## src/rtl/darkriscv_wb_mailbox.sv

```systemverilog
// Wishbone classic register window with host<->core 32-bit mailbox FIFOs.
// Latency: ack and read data registered one cycle after a strobe hit; FIFO heads fall through.
// Backpressure: H2C valid/ready and C2H ready = ~full; host overflow/underflow are dropped and flagged in ERR.
//
// Ports:
//   wb_clk_i, wb_rst_n          clock, async active-low reset
//   wbs_*                       Wishbone classic responder (stb/cyc/we/sel/adr/dat_i, ack/dat_o)
//   core_rst_o                  CTRL.core_rst, holds the darksocv core in reset
//   h2c_data_o/valid_o/ready_i  host-to-core FIFO head, popped on valid & ready
//   c2h_data_i/valid_i/ready_o  core-to-host FIFO push side
//   irq_o                       CTRL.irq_en & C2H not empty

// Small first-word-fall-through FIFO with occupancy count.
// Latency: push visible on the head one cycle later; pop takes effect at the clock edge.
// Backpressure: push is accepted when not full, or when full with a same-edge pop.
module darkriscv_wb_mailbox_fifo #(
  parameter int W     = 32,
  parameter int DEPTH = 4
) (
  input  logic         i_clk,
  input  logic         i_rst_n,
  input  logic         i_push,
  input  logic [W-1:0] i_dat,
  input  logic         i_pop,
  output logic [W-1:0] o_head,
  output logic [3:0]   o_count,
  output logic         o_full,
  output logic         o_empty
);
  localparam int AW = (DEPTH > 1) ? $clog2(DEPTH) : 1;

  logic [W-1:0]  r_mem [DEPTH];
  logic [AW-1:0] r_wr_ptr;
  logic [AW-1:0] r_rd_ptr;
  logic [3:0]    r_count;

  logic w_push_ok;
  logic w_pop_ok;

  assign o_full    = (r_count == 4'(DEPTH));
  assign o_empty   = (r_count == 4'd0);
  assign w_pop_ok  = i_pop & ~o_empty;
  // A push into a full FIFO succeeds only if the head leaves on the same edge.
  assign w_push_ok = i_push & (~o_full | w_pop_ok);

  always_ff @(posedge i_clk or negedge i_rst_n) begin
    if (!i_rst_n) begin
      r_wr_ptr <= '0;
      r_rd_ptr <= '0;
      r_count  <= 4'd0;
    end else begin
      if (w_push_ok) r_wr_ptr <= r_wr_ptr + AW'(1);
      if (w_pop_ok)  r_rd_ptr <= r_rd_ptr + AW'(1);
      case ({w_push_ok, w_pop_ok})
        2'b10:   r_count <= r_count + 4'd1;
        2'b01:   r_count <= r_count - 4'd1;
        default: r_count <= r_count;
      endcase
    end
  end

  // Storage needs no reset: entries are only observed after being written.
  always_ff @(posedge i_clk) begin
    if (w_push_ok) r_mem[r_wr_ptr] <= i_dat;
  end

  assign o_head  = r_mem[r_rd_ptr];
  assign o_count = r_count;
endmodule

module darkriscv_wb_mailbox #(
  parameter logic [31:0] BASE_ADDR = 32'h3000_0000,
  parameter int          DEPTH     = 4
) (
  input  logic        wb_clk_i,
  input  logic        wb_rst_n,
  input  logic        wbs_stb_i,
  input  logic        wbs_cyc_i,
  input  logic        wbs_we_i,
  input  logic [3:0]  wbs_sel_i,
  input  logic [31:0] wbs_adr_i,
  input  logic [31:0] wbs_dat_i,
  output logic        wbs_ack_o,
  output logic [31:0] wbs_dat_o,
  output logic        core_rst_o,
  output logic [31:0] h2c_data_o,
  output logic        h2c_valid_o,
  input  logic        h2c_ready_i,
  input  logic [31:0] c2h_data_i,
  input  logic        c2h_valid_i,
  output logic        c2h_ready_o,
  output logic        irq_o
);
  localparam logic [5:0] OFF_CTRL    = 6'h00;
  localparam logic [5:0] OFF_STATUS  = 6'h01;
  localparam logic [5:0] OFF_H2C     = 6'h02;
  localparam logic [5:0] OFF_C2H     = 6'h03;
  localparam logic [5:0] OFF_SCRATCH = 6'h04;
  localparam logic [5:0] OFF_ERR     = 6'h05;

  logic        r_ack;
  logic [31:0] r_dat;
  logic [1:0]  r_ctrl;     // [0] core_rst, [1] irq_en
  logic [31:0] r_scratch;
  logic [1:0]  r_err;      // [0] ovf, [1] unf

  logic        w_hit, w_wr, w_rd;
  logic [5:0]  w_off;
  logic        w_h2c_push, w_h2c_pop;
  logic        w_c2h_push, w_c2h_rd, w_c2h_pop;
  logic        w_ovf_set, w_unf_set;
  logic [1:0]  w_err_clr;
  logic [31:0] w_rdata;

  logic [31:0] w_h2c_head, w_c2h_head;
  logic [3:0]  w_h2c_count, w_c2h_count;
  logic        w_h2c_full, w_h2c_empty, w_c2h_full, w_c2h_empty;

  // Byte lanes are implied by sel; the low address bits carry no information.
  logic w_unused;
  assign w_unused = &{1'b0, wbs_adr_i[1:0]};

  // ~r_ack makes the cycle after an ack dead, so a held strobe is acked every other cycle.
  assign w_hit = wbs_cyc_i & wbs_stb_i & (wbs_adr_i[31:8] == BASE_ADDR[31:8]) & ~r_ack;
  assign w_off = wbs_adr_i[7:2];
  assign w_wr  = w_hit & wbs_we_i;
  assign w_rd  = w_hit & ~wbs_we_i;

  assign w_h2c_push = w_wr & (w_off == OFF_H2C);
  assign w_h2c_pop  = h2c_ready_i & ~w_h2c_empty;
  assign w_c2h_push = c2h_valid_i & ~w_c2h_full;
  assign w_c2h_rd   = w_rd & (w_off == OFF_C2H);
  // Emptiness is the registered state, so a same-edge core push cannot rescue an empty read.
  assign w_c2h_pop  = w_c2h_rd & ~w_c2h_empty;

  assign w_ovf_set = w_h2c_push & w_h2c_full & ~w_h2c_pop;
  assign w_unf_set = w_c2h_rd & w_c2h_empty;
  assign w_err_clr = (w_wr && (w_off == OFF_ERR) && wbs_sel_i[0]) ? wbs_dat_i[1:0] : 2'b00;

  darkriscv_wb_mailbox_fifo #(.W(32), .DEPTH(DEPTH)) u_h2c (
    .i_clk   (wb_clk_i),
    .i_rst_n (wb_rst_n),
    .i_push  (w_h2c_push),
    .i_dat   (wbs_dat_i),
    .i_pop   (w_h2c_pop),
    .o_head  (w_h2c_head),
    .o_count (w_h2c_count),
    .o_full  (w_h2c_full),
    .o_empty (w_h2c_empty)
  );

  darkriscv_wb_mailbox_fifo #(.W(32), .DEPTH(DEPTH)) u_c2h (
    .i_clk   (wb_clk_i),
    .i_rst_n (wb_rst_n),
    .i_push  (w_c2h_push),
    .i_dat   (c2h_data_i),
    .i_pop   (w_c2h_pop),
    .o_head  (w_c2h_head),
    .o_count (w_c2h_count),
    .o_full  (w_c2h_full),
    .o_empty (w_c2h_empty)
  );

  always_comb begin
    w_rdata = 32'h0;
    case (w_off)
      OFF_CTRL:    w_rdata[1:0]  = r_ctrl;
      OFF_STATUS:  w_rdata[15:0] = {w_c2h_count, w_h2c_count, 4'h0,
                                    w_c2h_empty, w_c2h_full, w_h2c_empty, w_h2c_full};
      OFF_C2H:     w_rdata       = w_c2h_empty ? 32'h0 : w_c2h_head;
      OFF_SCRATCH: w_rdata       = r_scratch;
      OFF_ERR:     w_rdata[1:0]  = r_err;
      default:     w_rdata       = 32'h0;
    endcase
  end

  always_ff @(posedge wb_clk_i or negedge wb_rst_n) begin
    if (!wb_rst_n) begin
      r_ack     <= 1'b0;
      r_dat     <= 32'h0;
      r_ctrl    <= 2'b01;
      r_scratch <= 32'h0;
      r_err     <= 2'b00;
    end else begin
      r_ack <= w_hit;
      r_dat <= w_rd ? w_rdata : 32'h0;
      if (w_wr && (w_off == OFF_CTRL) && wbs_sel_i[0]) r_ctrl <= wbs_dat_i[1:0];
      for (int b = 0; b < 4; b++) begin
        if (w_wr && (w_off == OFF_SCRATCH) && wbs_sel_i[b])
          r_scratch[8*b +: 8] <= wbs_dat_i[8*b +: 8];
      end
      // Set after clear: a new event on the clearing edge is not lost.
      r_err <= (r_err & ~w_err_clr) | {w_unf_set, w_ovf_set};
    end
  end

  assign wbs_ack_o   = r_ack;
  assign wbs_dat_o   = r_dat;
  assign core_rst_o  = r_ctrl[0];
  assign irq_o       = r_ctrl[1] & ~w_c2h_empty;
  assign h2c_data_o  = w_h2c_head;
  assign h2c_valid_o = ~w_h2c_empty;
  assign c2h_ready_o = ~w_c2h_full;
endmodule

```

## config.mk

```make
export PLATFORM = sky130hd
export DESIGN_NAME = darkriscv_wb_mailbox
export DESIGN_NICKNAME = d
export VERILOG_FILES = /design/src/rtl/darkriscv_wb_mailbox.sv
export SDC_FILE = /design/constraint.sdc
export NUM_CORES = 1
export LEC_CHECK = 0
export CORE_UTILIZATION = 52
export CTS_CLUSTER_DIAMETER = 50
export DETAILED_ROUTE_END_ITERATION = 12
export HOLD_SLACK_MARGIN = 0.08
export PLACE_DENSITY = 0.76
export SYNTH_ARGS = -nofsm -noshare
export SYNTH_HDL_FRONTEND = slang
export SYNTH_SLANG_ARGS = --single-unit
```

## constraint.sdc

```tcl
create_clock -name wb_clk_i -period 3.3 [get_ports wb_clk_i]
set_clock_uncertainty 0.05 [all_clocks]
set_input_delay 0.66 -clock wb_clk_i [delete_from_list [all_inputs] [get_ports wb_clk_i]]
set_output_delay 0.66 -clock wb_clk_i [all_outputs]
set_load 0.05 [all_outputs]
```

==> impl_metrics.csv <==
group,metric,value,unit
run_status,status,"complete, no violations",
yosys,synth_fp_nets,822,
pwr,totalPowerFinal,10.6,mW
sta,slew_viol_final,0,
yosys,netlist_instances,700,
clocking,cts_tree,"done",
global_route,grt_max_degree,45,
critical_path,crit_chain,"or4b_2 -> clkdlybuf4s50_1",
die,num_rows,58,
yosys,synth_area,0.0135,mm^2
clocking,path_clk_slew,60,ps
route,wl,28100,um
critical_path,max_stage_delay,800,ps
yosys,async_flop_share,0.249,
pwr,p_per_area,614,mW/mm^2
pwr,leakagePower,6.22,nW
critical_path,cpMaxStageDelayCell,"or4b_2",
global_route,grt_pass1_vias,7545,
clocking,worstSkewPairLatency,500,ps
cells_and_area,final_core_util,0.681,
yosys,synthTopCellsByArea,"edfxtp_1 57%, dfrtp_1 16%, mux4_2 11%",
route,drc,0,
route,wl_met3,1770,um
route,wire_per_inst,21.7,um
critical_path,reg2reg_depth,10,
critical_path,startpoint,"u_c2h.o_count[1]$_DFFE_PN0P_",
cells_and_area,multi_input_area,0.00351,mm^2
cells_and_area,mostFrequentLayoutCells,"256 x edfxtp_1, 140 x clkdlybuf4s50_1, 89 x buf_4, 82 x dfrtp_1, 64 x mux4_2",
clocking,clkSinkCount,341,
route,antenna_left,0,
cells_and_area,seq_area,0.00982,mm^2
yosys,yosys.area.top_type_share,0.570,
cells_and_area,num_antenna_cells,0,
clocking,cts_root_buffer,"clkbuf_16",
placement,place.gp.congestion,0.838,
yosys,ys_ff_latch,341,
route,vias,7333,
pwr,internal_power,8.09,mW
cells_and_area,drive_gt1_frac,0.295,
die,start_util,0.533,
critical_path,crit_path_end_kind,"output pin",
route,wl_met2,13600,um
pwr,peakVddDrop,0.391,mV
yosys,synth_area_leader_cell,"edfxtp_1",
sta,period_share,0.981,
global_route,globalRouteTotalUtil,0.219,
critical_path,criticalPathCategory,"register to output pin",
critical_path,reg2reg_setup_slack,290,ps
pwr,power_frac_seq,0.487,
die,die_h,163,um
global_route,antenna_found_initial,0,
critical_path,worst-path-buf-inv,1,
hold_path,min_path_type,"input pin to asynchronous set/reset pin",
cells_and_area,nNetsFinal,1059,
cells_and_area,syn2layout_area_growth,27.7,%
critical_path,rr_startpoint,"u_h2c.o_count[1]$_DFFE_PN0P_",
clocking,cts_made_buffers,35,
placement,dpl_cell_area,0.0160,mm^2
critical_path,crit_path_start_kind,"register",
sta,hold_violations,0,
yosys,synth_cell_types,52,
critical_path,worstPathRequired,2590,ps
yosys,ys_seq_area_frac,0.727,
yosys,synthFlopType,"edfxtp_1",
route,drtIter0Drc,446,
sta,period_minus_slack,3240,ps
sta,worst_pin_slew,1050,ps
pwr,p_comb_frac,0.130,
sta,fmax,0.309,GHz
sta,grt_setup_unrepaired,"no",
global_route,grt_first_pass_wirelength,43500,um
die,fp.dieW,163,um
clocking,htreeDepth,2,
yosys,synth_warnings,0,
global_route,overflow,0,
pwr,p_sw_frac,0.236,
clocking,cts.path.max_buffers,3,
critical_path,cp_num_cells,2,
critical_path,crit_family,"simple AND/OR/NAND/NOR gates",
placement,portBuffers,173,
route,viasPerCell,5.67,
die,core,0.0253,mm^2
sta,relSlewSlack,0.301,
clocking,cts_setup_buffers,0,
cells_and_area,final_common_cell,"edfxtp_1",
pwr,pwr-share-clk,0.383,
yosys,avgSynthCellArea,19.3,um^2
die,dieArea,0.0266,mm^2
route,top_layer,"met4",
placement,dp_hpwl,19000,um
cells_and_area,fillers,1645,
run,cap_violations,0,
route,wl_met1,12000,um
critical_path,cp-endpoint,"c2h_ready_o",
route,drt-pass1-iter-count,5,
critical_path,critPathArrivalTime,2530,ps
cells_and_area,final_cell_area,0.0172,mm^2
pwr,power.switching,2.50,mW
critical_path,crit_fanout,9,
die,ios,176,
sta,setup_violations,0,
yosys,synth-edff-count,256,
critical_path,r2r_end,"u_h2c.o_count[3]$_DFFE_PN0P_",
cell type report:
type | instances | share of cell area
Tap cell | 330 | 0.0240
Inverter | 12 | 0.00261
Clock inverter | 15 | 0.0100
Timing Repair Buffer | 237 | 0.129
Sequential cell | 341 | 0.570
Multi-Input combinational cell | 310 | 0.203
Clock buffer | 48 | 0.0610
cell usage after synthesis (8+ instances only):
| master | count |
|---|---|
| a22oi_1 | 29 |
| nand2_1 | 20 |
| edfxtp_1 | 256 |
| clkbuf_1 | 24 |
| mux2_4 | 8 |
| nor4_1 | 8 |
| xnor2_1 | 8 |
| ha_1 | 14 |
| dfrtp_1 | 84 |
| mux2_2 | 28 |
| and2_1 | 10 |
| nor2_1 | 24 |
| a211oi_1 | 11 |
| inv_1 | 11 |
| mux4_2 | 64 |
timing repair:
item | 4_1_cts | 5_1_grt
hold buffers | 0 | 0
setup endpoints to repair | 0 | 2
resized for setup | 0 | 4
layer usage:
metal,global-route usage,vias up
met2,0.347,242
met3,0.0457,49
met5,0,-
met4,0.0752,0
li1,-,3281
met1,0.303,3761
through the flow:
stage / TNS, ps / hold WS, ps / instances / setup slack [ps]
floorplan: 0 / 314 / 700 / 48.7
global placement: -1160 / 443 / 1230 / -308
detailed placement: -1640 / 443 / 1230 / -375
CTS: 0 / 106 / 1293 / 50.9
global route: 0 / 132 / 1293 / 13.1
finish: 0 / 101 / 1293 / 61.5
flip-flops by register name, indices dropped and copies added (netlist names):
signal and cells:
r_err 2, r_scratch 32, wbs_dat_o 32, u_h2c.r_mem 128, u_h2c.r_rd_ptr 2, u_h2c.r_wr_ptr 2, u_c2h.r_wr_ptr 2, r_ctrl 2
wbs_ack_o 1, u_c2h.o_count 4, u_c2h.r_mem 128, u_c2h.r_rd_ptr 2, u_h2c.o_count 4
power by group through the flow:
| stage | registers [mW] | clock network (mW) | logic, mW |
|---|---|---|---|
| 2_1_floorplan | 5.16 | 0 | 0.878 |
| 3_3_place_gp | 5.22 | 0 | 1.37 |
| 3_5_place_dp | 5.24 | 0 | 1.39 |
| 4_1_cts | 5.15 | 4.13 | 1.40 |
| 5_1_grt | 5.18 | 4.29 | 1.48 |
| 6_report | 5.15 | 4.06 | 1.37 |
kinds of logic (layout without fill, tap and decap cells):
group,Yosys count,after routing,share of synthesized area
AND/OR/NAND/NOR,117,117,0.0605
AO/OA/AOI/OAI,61,61,0.0319
flip-flops,341,341,0.727
buffers and inverters,49,312,0.0153
adder cells (fa/ha/maj),15,15,0.0145
multiplexers,103,103,0.141
XOR/XNOR,14,14,0.00909
worst min-delay path by stage:
| stage | start | end | slack [ps] | depth (start not counted) |
|---|---|---|---|---|
| final | wb_rst_n | r_scratch[26]$_DFFE_PN0P_ | 100 | 1 |
| after global routing | wb_rst_n | wbs_dat_o[26]$_DFF_PN0_ | 130 | 1 |
| after CTS | wb_rst_n | wbs_dat_o[26]$_DFF_PN0_ | 110 | 1 |
| after detailed placement | r_scratch[15]$_DFFE_PN0P_ | r_scratch[15]$_DFFE_PN0P_ | 440 | 1 |
| after global placement | r_scratch[0]$_DFFE_PN0P_ | r_scratch[0]$_DFFE_PN0P_ | 440 | 1 |
| after floorplan | wb_rst_n | r_ctrl[1]$_DFFE_PN0P_ | 310 | 0 |
Note: power is estimated with default switching activity, not from simulation.
==> RTL change, RTL diff (same settings) <==
Reset style: synchronous (`i_rst_n` and `wb_rst_n`), changed in 2 clocked blocks. Comments in the files are not updated.
--- a/src/rtl/darkriscv_wb_mailbox.sv
+++ b/src/rtl/darkriscv_wb_mailbox.sv
@@ -43,7 +43,7 @@
   // A push into a full FIFO succeeds only if the head leaves on the same edge.
   assign w_push_ok = i_push & (~o_full | w_pop_ok);
 
-  always_ff @(posedge i_clk or negedge i_rst_n) begin
+  always_ff @(posedge i_clk) begin
     if (!i_rst_n) begin
       r_wr_ptr <= '0;
       r_rd_ptr <= '0;
@@ -174,7 +174,7 @@
     endcase
   end
 
-  always_ff @(posedge wb_clk_i or negedge wb_rst_n) begin
+  always_ff @(posedge wb_clk_i) begin
     if (!wb_rst_n) begin
       r_ack     <= 1'b0;
       r_dat     <= 32'h0;
Function: differs if wb_rst_n is asserted again (counterexample within 4 cycles, from zero or initial values and one cycle with wb_rst_n low); with wb_rst_n held inactive, the same outputs for 4 cycles.
==> RTL change against the unedited design <==
First-iteration DRC count grew 40%. Synthesized cell count grew 15%. Critical path depth up 11. Wire length increased by 0.83%. Sequential cell count rose by 4. Synthesized area fell by 0.60%. Design area fell by 2.0%. Worst setup slack better by 71 ps. Critical path type is now input port to register. Critical endpoint is now u_h2c.o_count[3]. Highest routed layer unchanged.
Power is not compared: it rests on default switching activity, and its combinational part moved more than twofold at a synthesized area within 25%.
==> RTL change: results (changes against the unedited design) <==
| Parameter | Reported | Change |
|---|---|---|
| Maximum number of pins on one net before global-route repair | 43 | -4.4% |
| M3 GR Usage | 4.10% | -0.47 points |
| # fillers | 1796 | +9.2% |
| Net count reported at finish | 1150 | +8.6% |
| Sinks on the clock net | 345 | +1.2% |
| Most frequent cells after synthesis | sky130_fd_sc_hd__edfxtp_1, sky130_fd_sc_hd__dfxtp_1, sky130_fd_sc_hd__mux4_2, sky130_fd_sc_hd__a21oi_1, sky130_fd_sc_hd__clkbuf_1 |  |
| Slew at the pin closest to its max-slew limit | 864 ps | -182 ps |
| Via-per-instance ratio | 5.61 | -1.1% |
| Met3 routed wirelength | 1760 um | -0.73% |
| GPL Wtd Cong | 0.882 | +5.2% |
| Highest net fanout along the worst path | 3 | -6 |
| Synthesized Nets | 927 | +13% |
| Critical Path Slowest Stage Cell | sky130_fd_sc_hd__clkdlybuf4s50_1 |  |
| Number of multi-input combinational cells | 375 | +21% |
| Reg2Reg Depth | 12 | +2 |
| CP max stage delay | 440 ps | -360 ps |
| Path class of the lowest-slack min-delay path | register to register |  |
| Part of the Yosys area used for sequential elements | 70.6% | -2.1 points |
| Clock network share of area | 6.32% | -0.78 points |
| CP startpoint | wbs_adr_i[5] |  |
| Outcome | complete, no violations |  |
| Area of the multi-input gates | 3610 um^2 | +3.0% |
| Final HPWL from detailed placement | 19100 um | +0.42% |
| Detailed-routing wirelength on met1 | 12400 um | +3.6% |
| Number of CTS-inserted buffers | 36 | +2.9% |
| Total routing resource utilization after global routing | 22.1% | +0.21 points |
| Cell count after synthesis | 805 | +15% |
| Worst flop-to-flop path startpoint | u_h2c.o_count[3] |  |
| Average detailed-routed wire length per instance | 20.4 um | -5.9% |
## RTL change: cell count changes in the layout (fill, tap and decap cells not counted), moves of 10 or more
cell and delta:
sky130_fd_sc_hd__mux2i_1 +13, sky130_fd_sc_hd__o2bb2ai_1 +21, sky130_fd_sc_hd__a22oi_1 -21, sky130_fd_sc_hd__dfrtp_1 -82, sky130_fd_sc_hd__nand4_1 +29, sky130_fd_sc_hd__mux2_2 -28
sky130_fd_sc_hd__dfxtp_1 +87, sky130_fd_sc_hd__o31ai_1 +25, sky130_fd_sc_hd__a21oi_1 +36, sky130_fd_sc_hd__nand2_1 +14, sky130_fd_sc_hd__a211oi_1 -11, sky130_fd_sc_hd__clkinv_1 +10
sky130_fd_sc_hd__inv_1 +21
## RTL change: cell families after synthesis
group           Yosys count  synth area share, %
flops                   345                 70.6
simple gates            155                 6.92
compound gates          117                 5.98
buf+inv                  85                 2.58
mux                      80                 11.9
fa+ha+maj                15                 1.46
xor+xnor                  8                0.522
## RTL change: stage by stage
| stage | setup WS [ps] | utilization, % | setup TNS, ps | total power (uW) | area [um^2] |
|---|---|---|---|---|---|
| after floorplan | 72.0 | - | 0 | 4970 | 13400 |
| after global placement | -344 | 62.7 | -1240 | 5200 | 15800 |
| after detailed placement | -395 | 62.7 | -1460 | 5210 | 15800 |
| after CTS | 131 | 66.9 | 0 | 8860 | 16900 |
| after global routing | 14.2 | 66.9 | 0 | 9070 | 16900 |
| final | 133 | 66.9 | 0 | 8770 | 16900 |
## RTL change: worst max-delay path, delay by kind of cell
family	cells	cell delay (ps)
AO/OA/AOI/OAI	3	480
AND/OR/NAND/NOR	2	630
multiplexers	2	430
adder cells (fa/ha/maj)	2	500
buffers and inverters	4	860
